$ cat src/rtl/hms_clock.sv
// hms_clock: time-of-day counter (HH:MM:SS) with a built-in one-second prescaler,
// run/pause, synchronous time load, 12/24-hour display and an HH:MM alarm.
//
// Parameters
//   TICK_DIV  clock cycles per second (>= 1)
// Ports
//   clk, rst_n                     clock, asynchronous active-low reset
//   en                             run enable; 0 freezes prescaler and time
//   load, load_hh/mm/ss            one-cycle time load request and values
//   alarm_set, alarm_hh/mm         capture alarm time (ignored if out of range)
//   alarm_en, alarm_clr            alarm enable level, latched-alarm clear
//   mode_12h                       display mode (1 = 12-hour)
//   sec, min, hour                 current time, hour always 24-hour
//   disp_hour, pm                  hour in display format, PM flag (12-hour only)
//   tick, day_wrap                 one-cycle pulses: second advance, midnight wrap
//   alarm                          latched alarm flag
//   load_err                       one-cycle pulse on a rejected load
module hms_clock #(
  parameter int unsigned TICK_DIV = 50_000_000
) (
  input  logic       clk,
  input  logic       rst_n,
  input  logic       en,
  input  logic       load,
  input  logic [4:0] load_hh,
  input  logic [5:0] load_mm,
  input  logic [5:0] load_ss,
  input  logic       alarm_set,
  input  logic [4:0] alarm_hh,
  input  logic [5:0] alarm_mm,
  input  logic       alarm_en,
  input  logic       alarm_clr,
  input  logic       mode_12h,
  output logic [5:0] sec,
  output logic [5:0] min,
  output logic [4:0] hour,
  output logic [4:0] disp_hour,
  output logic       pm,
  output logic       tick,
  output logic       day_wrap,
  output logic       alarm,
  output logic       load_err
);

  localparam int unsigned PW = (TICK_DIV > 1) ? $clog2(TICK_DIV) : 1;
  localparam logic [PW-1:0] PrescMax = PW'(TICK_DIV - 1);

  logic [PW-1:0] presc_q, presc_d;
  logic [5:0]    sec_q, sec_d;
  logic [5:0]    min_q, min_d;
  logic [4:0]    hour_q, hour_d;
  logic [4:0]    alarm_hh_q, alarm_hh_d;
  logic [5:0]    alarm_mm_q, alarm_mm_d;
  logic          tick_q, day_wrap_q, alarm_q, load_err_q;
  logic          tick_d, day_wrap_d, alarm_d, load_err_d;
  logic          advance, load_ok, alarm_ok, fire;

  // Time and prescaler next state; load takes priority over advance.
  always_comb begin
    presc_d = presc_q;
    sec_d   = sec_q;
    min_d   = min_q;
    hour_d  = hour_q;
    advance = 1'b0;
    load_ok = (load_hh <= 5'd23) && (load_mm <= 6'd59) && (load_ss <= 6'd59);
    if (load) begin
      // A rejected load leaves the prescaler frozen too, so no advance is lost or gained.
      if (load_ok) begin
        sec_d   = load_ss;
        min_d   = load_mm;
        hour_d  = load_hh;
        presc_d = '0;
      end
    end else if (en) begin
      if (presc_q == PrescMax) begin
        advance = 1'b1;
        presc_d = '0;
        if (sec_q == 6'd59) begin
          sec_d = 6'd0;
          if (min_q == 6'd59) begin
            min_d  = 6'd0;
            hour_d = (hour_q == 5'd23) ? 5'd0 : hour_q + 5'd1;
          end else begin
            min_d = min_q + 6'd1;
          end
        end else begin
          sec_d = sec_q + 6'd1;
        end
      end else begin
        presc_d = presc_q + 1'b1;
      end
    end
  end

  // Pulses, alarm registers and alarm latch.
  always_comb begin
    tick_d     = advance;
    day_wrap_d = advance && (hour_d == 5'd0) && (min_d == 6'd0) && (sec_d == 6'd0);
    load_err_d = load && !load_ok;
    // Compare against the resulting time; loads never set advance, so they never fire.
    fire       = advance && alarm_en && (hour_d == alarm_hh_q) && (min_d == alarm_mm_q) &&
                 (sec_d == 6'd0);
    if (fire) begin
      alarm_d = 1'b1;
    end else if (!alarm_en || alarm_clr) begin
      alarm_d = 1'b0;
    end else begin
      alarm_d = alarm_q;
    end
    alarm_ok   = (alarm_hh <= 5'd23) && (alarm_mm <= 6'd59);
    alarm_hh_d = alarm_hh_q;
    alarm_mm_d = alarm_mm_q;
    if (alarm_set && alarm_ok) begin
      alarm_hh_d = alarm_hh;
      alarm_mm_d = alarm_mm;
    end
  end

  always_ff @(posedge clk or negedge rst_n) begin
    if (!rst_n) begin
      presc_q    <= '0;
      sec_q      <= 6'd0;
      min_q      <= 6'd0;
      hour_q     <= 5'd0;
      alarm_hh_q <= 5'd0;
      alarm_mm_q <= 6'd0;
      tick_q     <= 1'b0;
      day_wrap_q <= 1'b0;
      alarm_q    <= 1'b0;
      load_err_q <= 1'b0;
    end else begin
      presc_q    <= presc_d;
      sec_q      <= sec_d;
      min_q      <= min_d;
      hour_q     <= hour_d;
      alarm_hh_q <= alarm_hh_d;
      alarm_mm_q <= alarm_mm_d;
      tick_q     <= tick_d;
      day_wrap_q <= day_wrap_d;
      alarm_q    <= alarm_d;
      load_err_q <= load_err_d;
    end
  end

  // Display: combinational from the stored 24-hour value.
  always_comb begin
    disp_hour = hour_q;
    pm        = 1'b0;
    if (mode_12h) begin
      pm = (hour_q >= 5'd12);
      if (hour_q == 5'd0) begin
        disp_hour = 5'd12;
      end else if (hour_q > 5'd12) begin
        disp_hour = hour_q - 5'd12;
      end
    end
  end

  assign sec      = sec_q;
  assign min      = min_q;
  assign hour     = hour_q;
  assign tick     = tick_q;
  assign day_wrap = day_wrap_q;
  assign alarm    = alarm_q;
  assign load_err = load_err_q;

endmodule

$ cat config.mk
export PLATFORM = sky130hd
export DESIGN_NAME = hms_clock
export DESIGN_NICKNAME = d
export VERILOG_FILES = /design/src/rtl/hms_clock.sv
export SDC_FILE = /design/constraint.sdc
export NUM_CORES = 1
export LEC_CHECK = 0
export CORE_AREA = 10 10 88 109
export DETAILED_ROUTE_END_ITERATION = 10
export DIE_AREA = 0 0 98 119
export PLACE_DENSITY = 0.88
export SLEW_MARGIN = 20
export SYNTH_ARGS = -nofsm -noshare
export SYNTH_HDL_FRONTEND = slang
export SYNTH_SLANG_ARGS = --single-unit
export TNS_END_PERCENT = 20
$ cat constraint.sdc
create_clock -name clk -period 3.43 [get_ports clk]
set_input_delay 0.686 -clock clk [delete_from_list [all_inputs] [get_ports clk]]
set_output_delay 0.686 -clock clk [all_outputs]
set_load 0.01 [all_outputs]
# --- After elaboration in Yosys (flattened, before gate mapping) ---
# Cells that the tools add are included.
op_classes:
  shifts: 0
  n_reduce_logical: 22
  n_eq_ne: 7
  bitwise_logic: 0
  add_sub_neg: 5
  div: 0
  mux: 31
  mul: 0
  order_cmp: 7
op_table:
  columns: ["operator", "count"]
  rows:
  - ["$mux W26", 4]
  - ["$mux W6", 11]
  - ["$mux W5", 10]
  - ["$add A26 B1 Y26 const B", 1]
  - ["$eq A26 B26 Y1 const B", 1]
  - ["$le A6 B6 Y1 const B", 3]
  - ["$add A6 B1 Y6 const B", 2]
  - ["$eq A6 B6 Y1 const B", 2]
  - ["$logic_and A1 B1 Y1", 12]
  - ["$logic_not A6 Y1", 2]
  - ["$le A5 B5 Y1 const B", 2]
  - ["$logic_not A5 Y1", 2]
  - ["$eq A6 B6 Y1", 1]
  - ["$mux W1", 6]
  - ["$add A5 B1 Y5 const B", 1]
  - ["$eq A5 B5 Y1", 1]
  - ["$eq A5 B5 Y1 const B", 1]
  - ["$ge A5 B4 Y1 const B", 1]
  - ["$gt A5 B4 Y1 const B", 1]
  - ["$sub A5 B4 Y5 const B", 1]
  - ["$reduce_bool A2 Y1", 2]
  - ["$logic_not A1 Y1", 2]
  - ["$ne A2 B1 Y1 const B", 1]
  - ["$reduce_and A2 Y1", 1]
  - ["$logic_or A1 B1 Y1", 1]
totals:
  inputBits: 36
  romBits: 0
  ram_bits: 0
  elab_cells: 82
  register_bits: 58
  n_memories: 0
  latchBits: 0

# --- Logic depth before layout (Yosys ltp) ---
# Gate-level depths: netlist of run 1.
logic_depth:
  depth_word: 12
  depth_mapped: 10

# --- Worst setup path before layout of run 1 ---
# No wires, ideal clock.
synth_timing:
  path_type: "register to register"
  from: "reg presc_q[16]"
  to: "reg alarm_q (netlist: alarm)"
  path_stages_with_launch: 9
  path_buffers: 0
  setup_slack_ps: 444
  t_arrival_ps: 2910
  t_required_ps: 3353
  cell_sequence: "dfrtp_1 or4_4 nor4_4 nand3_2 or3b_4 and4_4 a211oi_1 or4b_1 o21ai_1"
synth_between:
  elab_chain_cells: 9
synth_lines:
  columns: ["item", "line", "text"]
  rows:
  - ["start: declaration", "48", "logic [PW-1:0] presc_q, presc_d;"]
  - ["start signal: assignment", "132", "presc_q <= presc_d;"]
  - ["$eq A26 B26 Y1 (*)", "75", "if (presc_q == PrescMax) begin"]
  - ["$mux W5 or $mux W1 (tied branches)", "75", null]
  - ["$mux W5 or $mux W1 (tied branches)", "74", "end else if (en) begin"]
  - ["$mux W5 or $mux W1 (tied branches)", "66", "if (load) begin"]
  - ["$eq A5 B5 Y1 or $logic_and A1 B1 Y1 (tied branches)", "101", "fire = advance && alarm_en && (hour_d == alarm_hh_q) && (min_d == alarm_mm_q) &&"]
  - ["$logic_and A1 B1 Y1 (2 in a row)", "101", null]
  - ["$logic_and A1 B1 Y1 (*)", "101", null]
  - ["$mux W1 or $reduce_bool A2 Y1 (tied branches)", null, null]
  - ["end signal: assignment", "140", "alarm_q <= alarm_d;"]
  - ["end: declaration", "54", "logic tick_q, day_wrap_q, alarm_q, load_err_q;"]
# Mark *: on every way between the ends. The rest lies on a longest branch, timed or not.
# A chain may end at the register's enable or synchronous reset.

# --- Worst setup path in the final report of run 1 ---
# Same ends and word-level chain as after synthesis.

==> summary.md, run 1 <==
| Metric | Value |
|---|---|
| Status | `completed` |
| Die width | `98 um` |
| Gr usage total | `22.3%` |
| Sequential Area | `0.00145 mm2` |
| Hpwl dp | `10200 um` |
| Fmax | `0.302 GHz` |
| Number of inserted diodes | `0` |
| Max-slew violation count | `0` |
| Worst Skew | `9.90 ps` |
| Largest net degree at the start of global routing | `42` |
| Fin crit share | `96.5%` |
| Post-synth EDFFs | `0` |
| Post-synthesis instance total | `468` |
| Worst slew margin | `52.3%` |
| Netlist cell types | `64` |
| Unrepaired setup endpoints after global routing | `false` |
| Drt pass-1 iters | `5` |
| Top_reg_cell synth | `dfrtp_1` |
| Flops & latches, synth | `58` |
| Hold/Removal Path Class | `input port to asynchronous set/reset pin` |
| Die Y | `119 um` |
| Area leader, netlist | `dfrtp_1` |
| Crit Path Max Fanout | `7` |
| Reg2reg start | `presc_q[16]` |
| Hold Fails Final Rpt | `0` |
| Full die area | `0.0117 mm2` |
| Total core area | `0.00761 mm2` |
| Area of the multi-input gates | `0.00239 mm2` |
| P&R area growth vs syn | `28.9%` |
| CTS sink count | `58` |
| Final ANT Viol Nets | `0` |
| Final setup viols | `0` |
| Slew @ Worst Pin | `709 ps` |
| Worst path arrival time | `3600 ps` |
| Iteration-0 DRC Markers | `427` |
| H-Tree Depth | `3` |
| Vias in the first global route | `4286` |
| Leak | `2.06 nW` |
| Seq/Total Area, Yosys | `36.7%` |
| Ys Warns | `0` |
| CTS Buf Count | `9` |
| Synth area leaders | `dfrtp_1 (37%), o21ai_0 (5.3%), nand2_1 (4.5%)` |
| CP startpoint kind | `flip-flop` |
| Max-Cap Viols | `0` |
| CP Data Required Time | `3720 ps` |
| CTS tree | `yes` |
| Ys async rst share | `100%` |
| Fill count | `640` |
| Critical Path Start | `presc_q[16]` |
| Post-route DRC | `0` |
| Share of layout cells above drive strength 1 | `12.5%` |
| Nets | `598` |
| Postcts setup bufs | `0` |
| Most frequent cell after synthesis | `dfrtp_1` |
| First-pass GRT wire length | `21600 um` |
| Routability cong. | `0.968` |
| Skew-Pair Late Insertion Delay | `360 ps` |
| Clock-pin slew on the worst setup and hold paths | `80 ps` |
| CTS Buffer Depth | `2` |
| Hold_buf cts | `0` |
| Starting Density | `52.0%` |
| Row count | `36` |
| Congestion Overflow GR | `0` |
| Syn Nets | `512` |
| Post-Route WL | `13400 um` |
| Post_cts resized | `0` |
| Post-DR wirelength/cell | `20.5 um` |
| Critical Path End Type | `flip-flop` |
| Synthesized area | `0.00396 mm2` |
| Syn_area_per_cell | `8.46 um2` |
| Final Critical Period | `3310 ps` |
| Initial antenna violation count | `0` |
| Top cells by count, synth | `dfrtp_1 (58), nand2_1 (47), nor2_1 (42), o21ai_0 (42), nand3_1 (22)` |
| Via/cell ratio | `6.57` |
| PwrDens | `411 mW/mm2` |
| IO buf count | `62` |
| Post-Route Setup TNS | `0 ps` |
| Crit Path Category | `flip-flop to flip-flop` |
| Synth top area share | `36.7%` |
| CTS Root Cell | `clkbuf_8` |
| Max VDD drop | `0.000274 V` |
| Top-Level Pins | `63` |
| Post-layout util | `67.0%` |
| Vias post-DR | `4298` |
metrics by stage:
stage	area (um2)	hold WS, ps	power [mW]	instances	worst slack (ps)
after global placement	4870	482	1.34	638	63.3
after detailed placement	4870	515	1.36	638	17.1
after global routing	5100	304	2.19	654	30.0
final	5100	280	2.10	654	119
after floorplan	3960	390	1.09	468	444
after CTS	5100	289	2.09	654	110
sequential cells by signal, indices dropped and copies added (netlist names):
register	flops
load_err	1
tick	1
presc_q	26
hour	5
alarm_mm_q	6
sec	6
alarm_hh_q	5
alarm	1
min	6
day_wrap	1
where the power goes:
group	switching, mW	internal [mW]
registers	0.0859	0.735
logic	0.270	0.264
clock network	0.311	0.430
total	0.667	1.43
layout by cell type (no fill, tap or decap), types with 5 or more instances in the layout:
cell,synthesis,layout
o21ai_0,42,42
a21oi_1,18,18
and3_1,7,7
nor4_1,11,11
a31oi_1,9,9
nor3_1,11,11
ha_1,8,8
clkdlybuf4s50_1,0,61
a21o_1,5,5
inv_1,16,16
xnor2_1,5,5
a211oi_1,10,9
clkbuf_8,0,10
o22ai_1,5,5
o31ai_1,16,15
nand4_1,18,18
nor2b_1,6,6
buf_4,0,29
nand2_1,47,47
nor3b_1,5,5
and4_1,6,6
nor2_1,42,42
nor4b_1,5,5
mux2i_1,7,7
mux2_2,11,11
dfrtp_1,58,58
nand3_1,22,22
area by class of cell:
class	instances	share of cell area (%)
inverters	17	1.25
clock inverters	6	1.74
repair buffers	92	16.7
clock buffers	10	2.70
well taps	95	2.33
multi-input cells	376	46.8
flip-flops and latches	58	28.4
cells by family (layout without fill, tap and decap cells):
group           after synthesis  after routing  share of synthesized area, %
simple gates                208            208                          28.9
compound gates              133            133                          21.8
flops                        58             58                          36.7
buf+inv                      34            125                          3.22
mux                          18             18                          4.90
xor+xnor                      9              9                          1.99
fa+ha+maj                     8              8                          2.53
worst paths after layout:
check	cells after the start	slack, ps	end
max in group asynchronous	2	2230	presc_q[11]
worst max-delay path	8	120	alarm
worst min register to register	1	520	presc_q[6]
worst max register to register	8	120	alarm
min in group clk	1	520	presc_q[6]
worst min-delay path	1	280	hour[0]
routing by layer:
layer  routed length [um]  vias up  share of wire, %  global-route usage (%)
met1                 5050     2058                38                    24.5
met3                  991       58               7.4                    5.15
met2                 6700      224                50                    38.3
met4                  642        0               4.8                    13.1
met5                    0        -                 0                       0
li1                     -     1958                 -                       -
critical path, cell delays in order, from the launching register on:
cell and delay [ps]:
dfrtp_1 450, or4_4 570, nor4_4 480, nand3_2 250, or3b_4 450, and4_4 200
a211oi_1 230, or4b_1 450, o21ai_1 140
No activity file was read; power rests on OpenSTA's default activity.
==> inputs of run 2 (changes only) <==
- clock period: 3.43 -> 3.55 ns (I/O delays scaled with it)
==> summary.md, run 2 (same netlist as run 1, synthesis figures left out) <==
| Metric | Value |
|---|---|
| Max VDD drop | `0.000267 V` |
| CTS Buf Count | `9` |
| CTS tree | `yes` |
| P&R area growth vs syn | `25.6%` |
| Worst Skew | `15.1 ps` |
| Post-DR wirelength/cell | `20.0 um` |
| Starting Density | `52.0%` |
| H-Tree Depth | `3` |
| Skew-Pair Late Insertion Delay | `360 ps` |
| Delay-heaviest family, CP | `simple AND/OR/NAND/NOR gates` |
| Final setup viols | `0` |
| CP Data Required Time | `3840 ps` |
| Fmax | `0.304 GHz` |
| Drt pass-1 iters | `5` |
| Critical Path Start | `presc_q[16]` |
| Max-slew violation count | `0` |
| Initial antenna violation count | `0` |
| Max-Cap Viols | `0` |
| Post-Route Setup TNS | `0 ps` |
| Postcts setup bufs | `0` |
| Sequential Area | `0.00145 mm2` |
| Critical Path End Type | `flip-flop` |
| Slew @ Worst Pin | `776 ps` |
| Top-Level Pins | `63` |
| IO buf count | `62` |
| CTS sink count | `58` |
| Unrepaired setup endpoints after global routing | `false` |
| Final Critical Period | `3290 ps` |
| CTS Root Cell | `clkbuf_8` |
| Hold/Removal Path Class | `input port to asynchronous set/reset pin` |
| Reg with most FFs | `presc_q` |
| Row count | `36` |
| Post-layout util | `65.3%` |
| CP startpoint kind | `flip-flop` |
| CP Cell Sequence | `or4_4 -> nor4_4 -> nand3_2 -> or3b_4 -> and4_4 -> a211oi_1 -> or4b_1 -> o21ai_1` |
| Slowest CP cell | `or4_4` |
| Largest net degree at the start of global routing | `42` |
| Fin crit share | `92.6%` |
| Reg2reg start | `presc_q[16]` |
| Congestion Overflow GR | `0` |
| Hold_buf cts | `0` |
| Post-Route WL | `12900 um` |
| Clock-pin slew on the worst setup and hold paths | `70 ps` |
| Iteration-0 DRC Markers | `336` |
| Worst slew margin | `47.8%` |
| Vias in the first global route | `4051` |
| Nets | `591` |
| Leak | `2.00 nW` |
| R2R Setup Slk | `260 ps` |
| Worst path arrival time | `3580 ps` |
| First-pass GRT wire length | `20500 um` |
| Commonest non-fill, non-tap cell in the layout | `clkdlybuf4s50_1` |
| Crit Path Category | `flip-flop to flip-flop` |
| Status | `completed` |
| Hold Fails Final Rpt | `0` |
| Hpwl dp | `9630 um` |
| Number of inserted diodes | `0` |
| Die width | `98 um` |
| Post_cts resized | `0` |
| CP bufs+invs | `0` |
| Final ANT Viol Nets | `0` |
| Max reg flops | `26` |
| Fill count | `645` |
| Share of layout cells above drive strength 1 | `10.7%` |
| Total core area | `0.00761 mm2` |
| Full die area | `0.0117 mm2` |
| Vias post-DR | `4163` |
| Crit path largest cell delay | `580 ps` |
| PwrDens | `364 mW/mm2` |
| Area of the multi-input gates | `0.00238 mm2` |
| Routability cong. | `0.965` |
| Most frequent cells in the layout | `clkdlybuf4s50_1 (61), dfrtp_1 (58), nand2_1 (47), o21ai_0 (42), nor2_1 (42)` |
| Post-route DRC | `0` |
| Die Y | `119 um` |
| Gr usage total | `21.2%` |
| CTS Buffer Depth | `2` |
| Crit Path Max Fanout | `7` |
| Via/cell ratio | `6.44` |
[run 2: cell types whose count changed in the layout (fill, tap and decap cells not counted), sizes merged]
cell | before | now
buf | 31 | 24
clkinv | 2 | 5
bufinv | 2 | 0
clkinvlp | 2 | 0
clkbuf | 10 | 11
inv | 17 | 16
[run 2: cell type report]
class	count	share of cell area, %
multi-input combinational	376	48.0
clock buffer	11	2.64
sequential	58	29.2
timing repair buffer	85	16.1
tap	95	2.39
clock inverter	4	0.403
inverter	17	1.28
[run 2: power breakdown]
part / internal (mW) / total, mW / switching, mW / leakage [nW]
Clock: 0.244 / 0.512 / 0.267 / 0.0827
Sequential: 0.710 / 0.797 / 0.0866 / 0.736
Combinational: 0.249 / 0.501 / 0.252 / 1.18
Total: 1.20 / 1.81 / 0.606 / 2.00
[run 2: metrics by stage]
step | power, mW | worst slack, ps | hold WS [ps] | instance area [um2] | instances
2_1_floorplan | 1.05 | 564 | 414 | 3960 | 468
3_3_place_gp | 1.29 | 110 | 487 | 4820 | 631
3_5_place_dp | 1.30 | 50.0 | 511 | 4820 | 631
4_1_cts | 1.81 | 319 | 373 | 4970 | 646
5_1_grt | 1.90 | 172 | 391 | 4970 | 646
6_report | 1.81 | 263 | 374 | 4970 | 646
[run 2: worst paths after layout]
path	to	cells after the start
worst max register to register	alarm	8
worst max-delay path	alarm	8
worst min register to register	presc_q[0]	1
max in group asynchronous	presc_q[21]	2
worst min-delay path	hour[0]	1
min in group clk	presc_q[0]	1
[run 2: routing by layer]
metal | track usage [%] | up-vias | routed length [um]
li1 | - | 1935 | -
met1 | 24.1 | 2009 | 5200
met2 | 36.2 | 187 | 6480
met3 | 4.86 | 32 | 824
met4 | 11.1 | 0 | 436
met5 | 0 | - | 0
==> inputs of run 3 (changes only) <==
- CAP_MARGIN: not set -> 20
==> results of run 3 <==
No change in the layout: final DEF, timing and power equal those of run 2.
